## config.mk

```make
export PLATFORM = sky130hd
export DESIGN_NAME = avst_demultiplexer
export DESIGN_NICKNAME = d
export VERILOG_FILES = /design/src/rtl/avst_demultiplexer.sv
export SDC_FILE = /design/constraint.sdc
export NUM_CORES = 1
export LEC_CHECK = 0
export CORE_AREA = 2 2 176 178
export CTS_CLUSTER_SIZE = 30
export DETAILED_ROUTE_END_ITERATION = 10
export DIE_AREA = 0 0 178 180
export PLACE_DENSITY = 0.72
export SLEW_MARGIN = 30
export SYNTH_ARGS = -nofsm -noshare
export SYNTH_HDL_FRONTEND = slang
export SYNTH_SLANG_ARGS = --single-unit
```

## constraint.sdc

```tcl
create_clock -name clk -period 3.75 [get_ports clk]
set_input_delay 0.375 -clock clk [delete_from_list [all_inputs] [get_ports clk]]
set_output_delay 0.375 -clock clk [all_outputs]
set_load 0.005 [all_outputs]
```

## src/rtl/avst_demultiplexer.sv

```systemverilog
// Avalon-ST packet demux: steers whole packets to output one/two by a channel bit sampled at sop.
// Latency: 1 cycle (one register slot per output); full throughput when the routed sink is ready.
// Backpressure: input stalls while the routed slot is busy (head-of-line); dropped beats always accepted.
//
// Ports:
//   clk, reset_n           - rising-edge clock, async active-low reset
//   avsi_*                 - input stream (channel/data/valid/sop/eop/empty, ready out)
//   avso_one_*, avso_two_* - output streams, one register slot each
//   err_count              - saturating count of framing errors
module avst_demultiplexer #(
  parameter int data_width    = 128,
  parameter int empty_width   = 4,
  parameter int channel_width = 10,
  parameter int route_bit     = 0,
  parameter int cnt_width     = 16
) (
  input  logic                     clk,
  input  logic                     reset_n,
  input  logic [channel_width-1:0] avsi_channel,
  input  logic [data_width-1:0]    avsi_data,
  input  logic                     avsi_valid,
  input  logic                     avsi_sop,
  input  logic                     avsi_eop,
  input  logic [empty_width-1:0]   avsi_empty,
  output logic                     avsi_ready,
  output logic [channel_width-1:0] avso_one_channel,
  output logic [data_width-1:0]    avso_one_data,
  output logic                     avso_one_sop,
  output logic                     avso_one_eop,
  output logic [empty_width-1:0]   avso_one_empty,
  output logic                     avso_one_valid,
  input  logic                     avso_one_ready,
  output logic [channel_width-1:0] avso_two_channel,
  output logic [data_width-1:0]    avso_two_data,
  output logic                     avso_two_sop,
  output logic                     avso_two_eop,
  output logic [empty_width-1:0]   avso_two_empty,
  output logic                     avso_two_valid,
  input  logic                     avso_two_ready,
  output logic [cnt_width-1:0]     err_count
);

  typedef enum logic {ST_IDLE = 1'b0, ST_PKT = 1'b1} state_t;

  localparam logic [cnt_width-1:0] CNT_ONE = {{(cnt_width-1){1'b0}}, 1'b1};

  state_t                   r_state;
  state_t                   w_state_nxt;
  logic                     r_route_q;
  logic [cnt_width-1:0]     r_err;

  logic                     r_one_valid, r_two_valid;
  logic [channel_width-1:0] r_one_channel, r_two_channel;
  logic [data_width-1:0]    r_one_data, r_two_data;
  logic                     r_one_sop, r_two_sop;
  logic                     r_one_eop, r_two_eop;
  logic [empty_width-1:0]   r_one_empty, r_two_empty;

  logic w_route_now;   // 0 -> output one, 1 -> output two
  logic w_drop;        // beat outside a packet: swallowed and counted
  logic w_sop_in_pkt;  // restart inside an open packet: forwarded and counted
  logic w_free_one, w_free_two;
  logic w_accept, w_fwd, w_err_evt;
  logic w_load_one, w_load_two;

  // State register
  always_ff @(posedge clk or negedge reset_n) begin
    if (!reset_n) begin
      r_state <= ST_IDLE;
    end else begin
      r_state <= w_state_nxt;
    end
  end

  // Next-state logic: every forwarded beat moves to PKT unless it closes the packet
  always_comb begin
    w_state_nxt = r_state;
    if (w_fwd) begin
      w_state_nxt = avsi_eop ? ST_IDLE : ST_PKT;
    end
  end

  // Output/decode logic. avsi_ready never looks at avsi_valid.
  always_comb begin
    w_drop       = (r_state == ST_IDLE) && !avsi_sop;
    w_sop_in_pkt = (r_state == ST_PKT) && avsi_sop;
    // A new route is only taken from a sop beat (or any IDLE beat, which is
    // either a sop or dropped anyway); mid-packet channel bits are ignored.
    w_route_now  = ((r_state == ST_IDLE) || avsi_sop) ? avsi_channel[route_bit] : r_route_q;
    w_free_one   = !r_one_valid || avso_one_ready;
    w_free_two   = !r_two_valid || avso_two_ready;
    avsi_ready   = w_drop ? 1'b1 : (w_route_now ? w_free_two : w_free_one);
    w_accept     = avsi_valid && avsi_ready;
    w_fwd        = w_accept && !w_drop;
    w_err_evt    = w_accept && (w_drop || w_sop_in_pkt);
    w_load_one   = w_fwd && !w_route_now;
    w_load_two   = w_fwd && w_route_now;
  end

  // Route latch and saturating error counter
  always_ff @(posedge clk or negedge reset_n) begin
    if (!reset_n) begin
      r_route_q <= 1'b0;
      r_err     <= '0;
    end else begin
      if (w_accept && avsi_sop) begin
        r_route_q <= w_route_now;
      end
      if (w_err_evt && (r_err != '1)) begin
        r_err <= r_err + CNT_ONE;
      end
    end
  end

  // Output slot one: reload wins over drain so back-to-back beats have no bubble
  always_ff @(posedge clk or negedge reset_n) begin
    if (!reset_n) begin
      r_one_valid   <= 1'b0;
      r_one_channel <= '0;
      r_one_data    <= '0;
      r_one_sop     <= 1'b0;
      r_one_eop     <= 1'b0;
      r_one_empty   <= '0;
    end else if (w_load_one) begin
      r_one_valid   <= 1'b1;
      r_one_channel <= avsi_channel;
      r_one_data    <= avsi_data;
      r_one_sop     <= avsi_sop;
      r_one_eop     <= avsi_eop;
      r_one_empty   <= avsi_empty;
    end else if (avso_one_ready) begin
      r_one_valid   <= 1'b0;
    end
  end

  // Output slot two
  always_ff @(posedge clk or negedge reset_n) begin
    if (!reset_n) begin
      r_two_valid   <= 1'b0;
      r_two_channel <= '0;
      r_two_data    <= '0;
      r_two_sop     <= 1'b0;
      r_two_eop     <= 1'b0;
      r_two_empty   <= '0;
    end else if (w_load_two) begin
      r_two_valid   <= 1'b1;
      r_two_channel <= avsi_channel;
      r_two_data    <= avsi_data;
      r_two_sop     <= avsi_sop;
      r_two_eop     <= avsi_eop;
      r_two_empty   <= avsi_empty;
    end else if (avso_two_ready) begin
      r_two_valid   <= 1'b0;
    end
  end

  assign avso_one_valid   = r_one_valid;
  assign avso_one_channel = r_one_channel;
  assign avso_one_data    = r_one_data;
  assign avso_one_sop     = r_one_sop;
  assign avso_one_eop     = r_one_eop;
  assign avso_one_empty   = r_one_empty;
  assign avso_two_valid   = r_two_valid;
  assign avso_two_channel = r_two_channel;
  assign avso_two_data    = r_two_data;
  assign avso_two_sop     = r_two_sop;
  assign avso_two_eop     = r_two_eop;
  assign avso_two_empty   = r_two_empty;
  assign err_count        = r_err;

endmodule

```

==> PnR_summary.wiki, run 1 <==
{| class="wikitable"
! Metric !! Value
|-
| Run status || finished clean
|-
| Worst Tran Pin Value || 0.732 ns
|-
| Area delta synth->final || 52.1%
|-
| Clock transition at the registers of the reported paths || ~0.06 ns
|-
| Commonest non-fill, non-tap cell in the layout || clkdlybuf4s50_1
|-
| Required @ worst endpoint || approximately 3.4 ns
|-
| Die Ht || 180 µm
|-
| Ys flop type || dfrtp_1
|-
| Die outline area || 0.0320 mm²
|-
| FF+latch count, synth || roughly 300
|-
| Worst-case setup margin in the final layout || between 0.7 and 0.8 ns
|-
| Number of antenna-violating nets in the routed design || 0
|-
| Relative slew slack || 0.512
|-
| Vias || 7688
|-
| Clock root cell || clkbuf_16
|-
| Pre-CTS setup slack || approximately 0.63 ns
|-
| Minimum clock period || a little under 3 ns
|-
| Max frequency || ~0.34 GHz
|-
| Final hold vios || 0
|-
| Starting density of the core || 0.386
|-
| Number of DRC violations after detailed routing || 0
|-
| IO Count || 456
|-
| Maximum Capacitance Violations || 0
|-
| Core area || 0.0302 mm²
|-
| Distinct cell type count of the synthesized netlist || 29
|-
| Gates resized, CTS repair || 0
|-
| RSZ-0062 raised after global routing || no
|-
| Setup-violating endpoint count in the final report || 0
|-
| Overflow after GRT || 0
|-
| Via count of the first global-routing pass || between 8000 and 9000
|-
| Final layout net count || between 1000 and 1500
|-
| Buffers inserted during post-CTS setup optimization || 0
|-
| Proportion of register bits with asynchronous set or reset after synthesis || 1.00
|-
| Routed len/inst || a little under 20 µm
|-
| Maximum ir drop on the vdd rail || 0.458 mV
|-
| Area taken by flip-flops and latches || 0.00771 mm²
|-
| Part of the Yosys area used for sequential elements || 0.661
|-
| Number of clock buffers inserted by TritonCTS || 31
|-
| Number of enable-type register cells in the synthesized netlist || 0
|-
| TNS Setup || 0 ns
|-
| Worst-case clock buffer depth || 3
|-
| Period Utilization, post-route || 0.795
|-
| Max H-tree Level || 1
|-
| Max-slew violation total from the final report || 0
|-
| Static leakage power || between 7 and 8 nW
|-
| Critical path class || input port to output pin
|-
| First-pass iteration count of the detailed router || 4
|-
| Total of hold buffers inserted after clock tree synthesis || 1
|-
| Total of fill cells in the finished design || between 2000 and 2500
|-
| Maximum number of pins on one net before global-route repair || 114
|-
| Last weighted congestion value of the routability-driven placer || 0.813
|-
| Rows || 64
|-
| Floorplan die width || ~180 µm
|-
| Mean number of vias per cell || just under 5
|-
| Power Dens Cells || around 800 mW/mm²
|-
| Global-route wire length before repair || approximately 48000 µm
|-
| Area taken by multi-input logic gates || 0.00377 mm²
|-
| Final Total Pwr || 14.3 mW
|-
| R2R Setup Slk || between 1 and 1.5 ns
|-
| Final Skew || a little over 0.007 ns
|-
| Nature of the critical path endpoint || output pin
|-
| Fraction of final layout cells sized beyond drive strength 1 || 0.298
|-
| Clock latency reported for the late side of the worst-skew pair || approximately 0.55 ns
|-
| Max FO, Critical Path || 6
|-
| Antenna violations before repair || 1
|-
| Number of clock sinks || 308
|-
| Leading cell types in the layout, fill and taps excluded || clkdlybuf4s50_1 (454), dfrtp_1 (308), mux2_2 (291)
|-
| Final Hold Slack || 0.309 ns
|-
| DP Wirelength || about 23000 µm
|-
| Cells after Synth || roughly 700
|-
| Final Routed Wirelength || 31300 µm
|-
| Average instance area after synthesis || 16.5 µm²
|-
| Net count after synthesis || 860
|-
| Hold crit path type || input port to async pin
|-
| Cell Area, Synth || 0.0117 mm²
|-
| Startpoint Class || input port
|-
| Number of port buffers || approximately 460
|-
| Overall Global Routing Usage || 0.192
|-
| Crit path arrival time || approximately 2.6 ns
|-
| Syn. warnings || 0
|-
| Initial DRC Count || ~260
|-
| TritonCTS clock tree || done
|}
## cells by family (layout without fill, tap and decap cells)
family / after synthesis / in the layout / synth area share
flops: 308 / 308 / 0.661
compound gates: 8 / 8 / 0.00569
buf+inv: 37 / 528 / 0.0167
mux: 293 / 293 / 0.284
fa+ha+maj: 3 / 3 / 0.00322
simple gates: 47 / 47 / 0.0207
other cells: 0 / 1 / 0
xor+xnor: 12 / 12 / 0.00901
## report_power, final
part           leakage, nW  internal, mW  switching (mW)
Combinational         3.19          3.91            1.79
Sequential            3.63          4.85           0.777
Clock                0.493          1.74            1.27
Total                 7.32          10.5            3.84
## metrics by stage
step / std cells / area, µm² / util
after global routing: 1596 / 17700 / 0.587
after detailed placement: 1537 / 16700 / 0.553
after global placement: 1537 / 16700 / 0.553
final: 1596 / 17700 / 0.587
after CTS: 1594 / 17700 / 0.586
after floorplan: 708 / 11700 / -
## critical path, cell delays in order
cell             delay [ns]
clkdlybuf4s50_1        0.48
inv_1                  0.09
ha_1                   0.22
mux2i_2                0.46
mux2_4                 0.38
inv_1                  0.09
clkdlybuf4s50_1        0.50
## layout make-up
type | instances | area share
Sequential cell | 308 | 0.435
Timing Repair Buffer | 467 | 0.268
Multi-Input combinational cell | 363 | 0.213
Clock buffer | 46 | 0.0514
Tap cell | 396 | 0.0279
Clock inverter | 10 | 0.00437
Inverter | 5 | 0.00106
Antenna cell | 1 | 0.000141
## worst paths after layout
check,from,end,cells after the start
max,avsi_sop,avsi_ready,7
min,reset_n,avso_two_channel[0],2
max reg2reg,r_state,err_count[1],5
min reg2reg,avso_one_data[65],avso_one_data[65],1
max in group asynchronous,reset_n,avso_one_data[104],4
min in group clk,avsi_data[25],avso_one_data[25],2
## sequential cells by signal, indices dropped and copies added, names as in the netlist, 4 cells and up
signal / flops
avso_two_data: 128
avso_two_channel: 10
avso_one_data: 128
err_count: 16
avso_one_empty: 4
avso_one_channel: 10
avso_two_empty: 4
## metal layers
layer / wire length, µm / global-route usage / up-vias / share of wire
met5: 0 / 0 / - / 0
met4: 1250 / 0.0777 / 0 / 0.040
met3: 3090 / 0.0679 / 73 / 0.099
met2: 15200 / 0.318 / 310 / 0.49
met1: 11700 / 0.228 / 3878 / 0.37
li1: - / - / 3427 / -
## cell usage after synthesis (all sizes together) (3+ instances only)
master | instances | share of area
buf | 31 | 0.015
dfrtp | 308 | 0.66
ha | 3 | 0.0032
inv | 5 | 0.0016
mux2 | 292 | 0.28
nand2 | 12 | 0.0039
nand2b | 4 | 0.0021
nand3 | 8 | 0.0034
nand4 | 5 | 0.0027
nor2 | 8 | 0.0028
o21ai | 3 | 0.0013
xnor2 | 10 | 0.0075
Power figures use the tool's default switching activity.
==> inputs of run 2 (changes only) <==
--- a/config.mk
+++ b/config.mk
@@ -5,11 +5,11 @@
 export SDC_FILE = /design/constraint.sdc
 export NUM_CORES = 1
 export LEC_CHECK = 0
-export CORE_AREA = 2 2 176 178
+export CORE_AREA = 2 2 179 181
 export CTS_CLUSTER_SIZE = 30
 export DETAILED_ROUTE_END_ITERATION = 10
-export DIE_AREA = 0 0 178 180
-export PLACE_DENSITY = 0.72
+export DIE_AREA = 0 0 181 183
+export PLACE_DENSITY = 0.73
 export SLEW_MARGIN = 30
 export SYNTH_ARGS = -nofsm -noshare
 export SYNTH_HDL_FRONTEND = slang
==> constraint.sdc (replaced) <==
create_clock -name clk -period 2.71 [get_ports clk]
set_input_delay 0.271 -clock clk [delete_from_list [all_inputs] [get_ports clk]]
set_output_delay 0.271 -clock clk [all_outputs]
set_load 0.005 [all_outputs]
==> run 2 against run 1 <==
Via count rose by 1.2%. Power rose by 43%. Non-clock buffer count rose by 11. Global-route usage fell by 0.18 points. Final area rose by 1.6%. Clock power rose by 54%. Setup slack got worse by 0.63 ns. Largest cell class unchanged. Combinational power rose by 39%. Sequential share of layout area fell by 0.70 points. Worst hold slack improved by 0.027 ns. Clock skew rose by 0.0074 ns. Sequential power rose by 40%.
==> PnR_summary.wiki, run 2 (synthesis gave the netlist of run 1 again) <==
{| class="wikitable"
! Metric !! Value
|-
| Nature of the critical path endpoint || output pin
|-
| Maximum Capacitance Violations || 0 (unchanged)
|-
| Number of clock sinks || 308 (unchanged)
|-
| Die Ht || 183 µm (+1.7%)
|-
| Via count of the first global-routing pass || 8442 (+3.5%)
|-
| Clock transition at the registers of the reported paths || 0.06 ns (about the same)
|-
| Worst Tran Pin Value || 0.597 ns (-0.136 ns)
|-
| Final Skew || 0.0145 ns (+0.00737 ns)
|-
| Worst-path cell chain || ha_1 > mux2i_2 > mux2_4 > inv_1 > clkdlybuf4s50_1
|-
| Mean number of vias per cell || 4.82 (about the same)
|-
| Final layout net count || 1343 (+1.1%)
|-
| Die outline area || 0.0331 mm² (+3.4%)
|-
| Ant diodes || 0 (-1)
|-
| Final Routed Wirelength || 32100 µm (+2.5%)
|-
| Standard cell with the maximum stage delay on the critical path || clkdlybuf4s50_1
|-
| WP depth || 5 (-2)
|-
| Delay of the slowest critical-path stage || 0.51 ns (about the same)
|-
| Initial DRC Count || 245 (-6.8%)
|-
| Buf+Inv Stages, Crit Path || 2 (-2)
|-
| P_sw || 5.40 mW (+41%)
|-
| Max FO, Critical Path || 4 (-2)
|-
| Leading cell types in the layout, fill and taps excluded || clkdlybuf4s50_1 (454), dfrtp_1 (308), mux2_2 (291)
|-
| CP delay by family, top || buffers and inverters
|-
| Hold crit path type || input port to async pin
|-
| Commonest non-fill, non-tap cell in the layout || clkdlybuf4s50_1
|-
| Critical path class || flop to output pin
|-
| R2R Setup Slk || 0.64 ns (-0.54 ns)
|-
| Number of antenna-violating nets in the routed design || 0 (unchanged)
|-
| TritonCTS clock tree || done
|-
| Maximum ir drop on the vdd rail || 0.722 mV (+58%)
|-
| Routed len/inst || 19.9 µm (+1.3%)
|-
| RSZ-0062 raised after global routing || no
|-
| Number of DRC violations after detailed routing || 0 (unchanged)
|-
| P_int || 15.0 mW (+43%)
|-
| Crit path arrival time || 2.30 ns (-0.31 ns)
|-
| Portion of total power attributed to the clock network || 0.228 (+0.018)
|-
| Starting density of the core || 0.373 (-0.0129)
|-
| Power Dens Cells || 1130 mW/mm² (+40%)
|-
| Pre-CTS setup slack || 0.173 ns (-0.459 ns)
|-
| Run status || finished clean
|-
| Sequential share of power || 0.385 (-0.007)
|-
| Max-slew violation total from the final report || 0 (unchanged)
|-
| Worst-case clock buffer depth || 3 (unchanged)
|-
| Minimum clock period || 2.57 ns
|-
| Required @ worst endpoint || 2.44 ns (-0.94 ns)
|-
| Number of clock buffers inserted by TritonCTS || 35 (+13%)
|-
| Area delta synth->final || 54.6%
|-
| Antenna violations before repair || 0 (-1)
|-
| Worst-case setup margin in the final layout || 0.143 ns (-0.626 ns)
|-
| Period Utilization, post-route || 0.947
|-
| Reg-to-reg startpoint || r_state
|-
| DP Wirelength || 23500 µm (+4.1%)
|-
| Worst reg-to-reg path cell count || 7 (+2)
|-
| Fraction of final layout cells sized beyond drive strength 1 || 0.305 (+0.00728)
|-
| Maximum number of pins on one net before global-route repair || 72 (-37%)
|-
| TNS Setup || 0 ns (unchanged)
|-
| Rows || 65 (+1.6%)
|-
| Startpoint Class || flop
|-
| IO Count || 456 (unchanged)
|-
| Reg2reg end || avso_two_data[15]
|-
| Clock root cell || clkbuf_16
|-
| Switching fraction of total power || 0.264 (-0.00368)
|-
| Overflow after GRT || 0 (unchanged)
|-
| Max frequency || 0.390 GHz
|-
| Core area || 0.0312 mm² (+3.4%)
|-
| Static leakage power || 7.46 nW (+1.9%)
|-
| Max H-tree Level || 2 (+1)
|-
| Relative slew slack || 0.602 (+0.0904)
|-
| Floorplan die width || 181 µm (+1.7%)
|-
| Overall Global Routing Usage || 0.191 (-0.00176)
|-
| Global-route wire length before repair || 49300 µm (+2.7%)
|-
| First-pass iteration count of the detailed router || 4 (unchanged)
|-
| Last weighted congestion value of the routability-driven placer || 0.777 (-4.4%)
|-
| Number of port buffers || 455 (unchanged)
|-
| Vias || 7777 (+1.2%)
|-
| Share of total power in combinational logic || 0.387 (-0.011)
|-
| Clock latency reported for the late side of the worst-skew pair || 0.50 ns (-0.05 ns)
|-
| Setup-violating endpoint count in the final report || 0 (unchanged)
|-
| Final hold vios || 0 (unchanged)
|-
| Buffers inserted during post-CTS setup optimization || 0 (unchanged)
|}
-- run 2: per-stage QoR --
stage / total power [mW] / instances / hold WS, ns / utilization / area [µm²]
2_1_floorplan: 10.3 / 708 / -0.0246 / - / 11700
3_3_place_gp: 15.7 / 1555 / 0.293 / 0.540 / 16900
3_5_place_dp: 15.9 / 1555 / 0.297 / 0.540 / 16900
4_1_cts: 20.7 / 1615 / 0.356 / 0.577 / 18000
5_1_grt: 21.5 / 1615 / 0.393 / 0.577 / 18000
6_report: 20.4 / 1615 / 0.336 / 0.577 / 18000
-- run 2: worst max path at each step --
stage	end	startpoint	slack [ns]
after global routing	avsi_ready	r_state	0.06
after CTS	avsi_ready	r_state	0.12
after detailed placement	avso_two_data[116]	avsi_sop	0.17
after floorplan	err_count[11]	avsi_sop	0.64
final	avsi_ready	r_state	0.14
after global placement	avso_two_data[116]	avsi_sop	0.22
-- run 2: power groups by stage --
stage	Combinational [mW]	Sequential (mW)	Clock [mW]
after floorplan	2.34	7.97	0
after global placement	7.88	7.81	0
after detailed placement	7.99	7.91	0
after CTS	8.04	7.88	4.78
after global routing	8.38	8.15	4.97
final	7.91	7.86	4.65
-- run 2: routing by layer --
| layer | wire length [µm] | track usage | up-vias |
|---|---|---|---|
| met4 | 1080 | 0.0657 | 0 |
| met5 | 0 | 0 | - |
| met1 | 12200 | 0.221 | 3878 |
| met3 | 3000 | 0.0723 | 75 |
| li1 | - | - | 3484 |
| met2 | 15800 | 0.326 | 340 |
-- run 2: final cells by class --
class | count | area [µm²]
Tap cell | 402 | 503
Clock buffer | 54 | 1060
Inverter | 5 | 18.8
Timing Repair Buffer | 478 | 4880
Clock inverter | 5 | 78.8
Multi-Input combinational cell | 363 | 3770
Fill cell | 2480 | 13200
Sequential cell | 308 | 7710
-- run 2: timing repair --
action / 4_1_cts / 5_1_grt
resized for setup: 0 / 0
endpoints found under the hold margin: 64 / 0
endpoints found under the setup margin: 0 / 0
hold buffers: 1 / 0
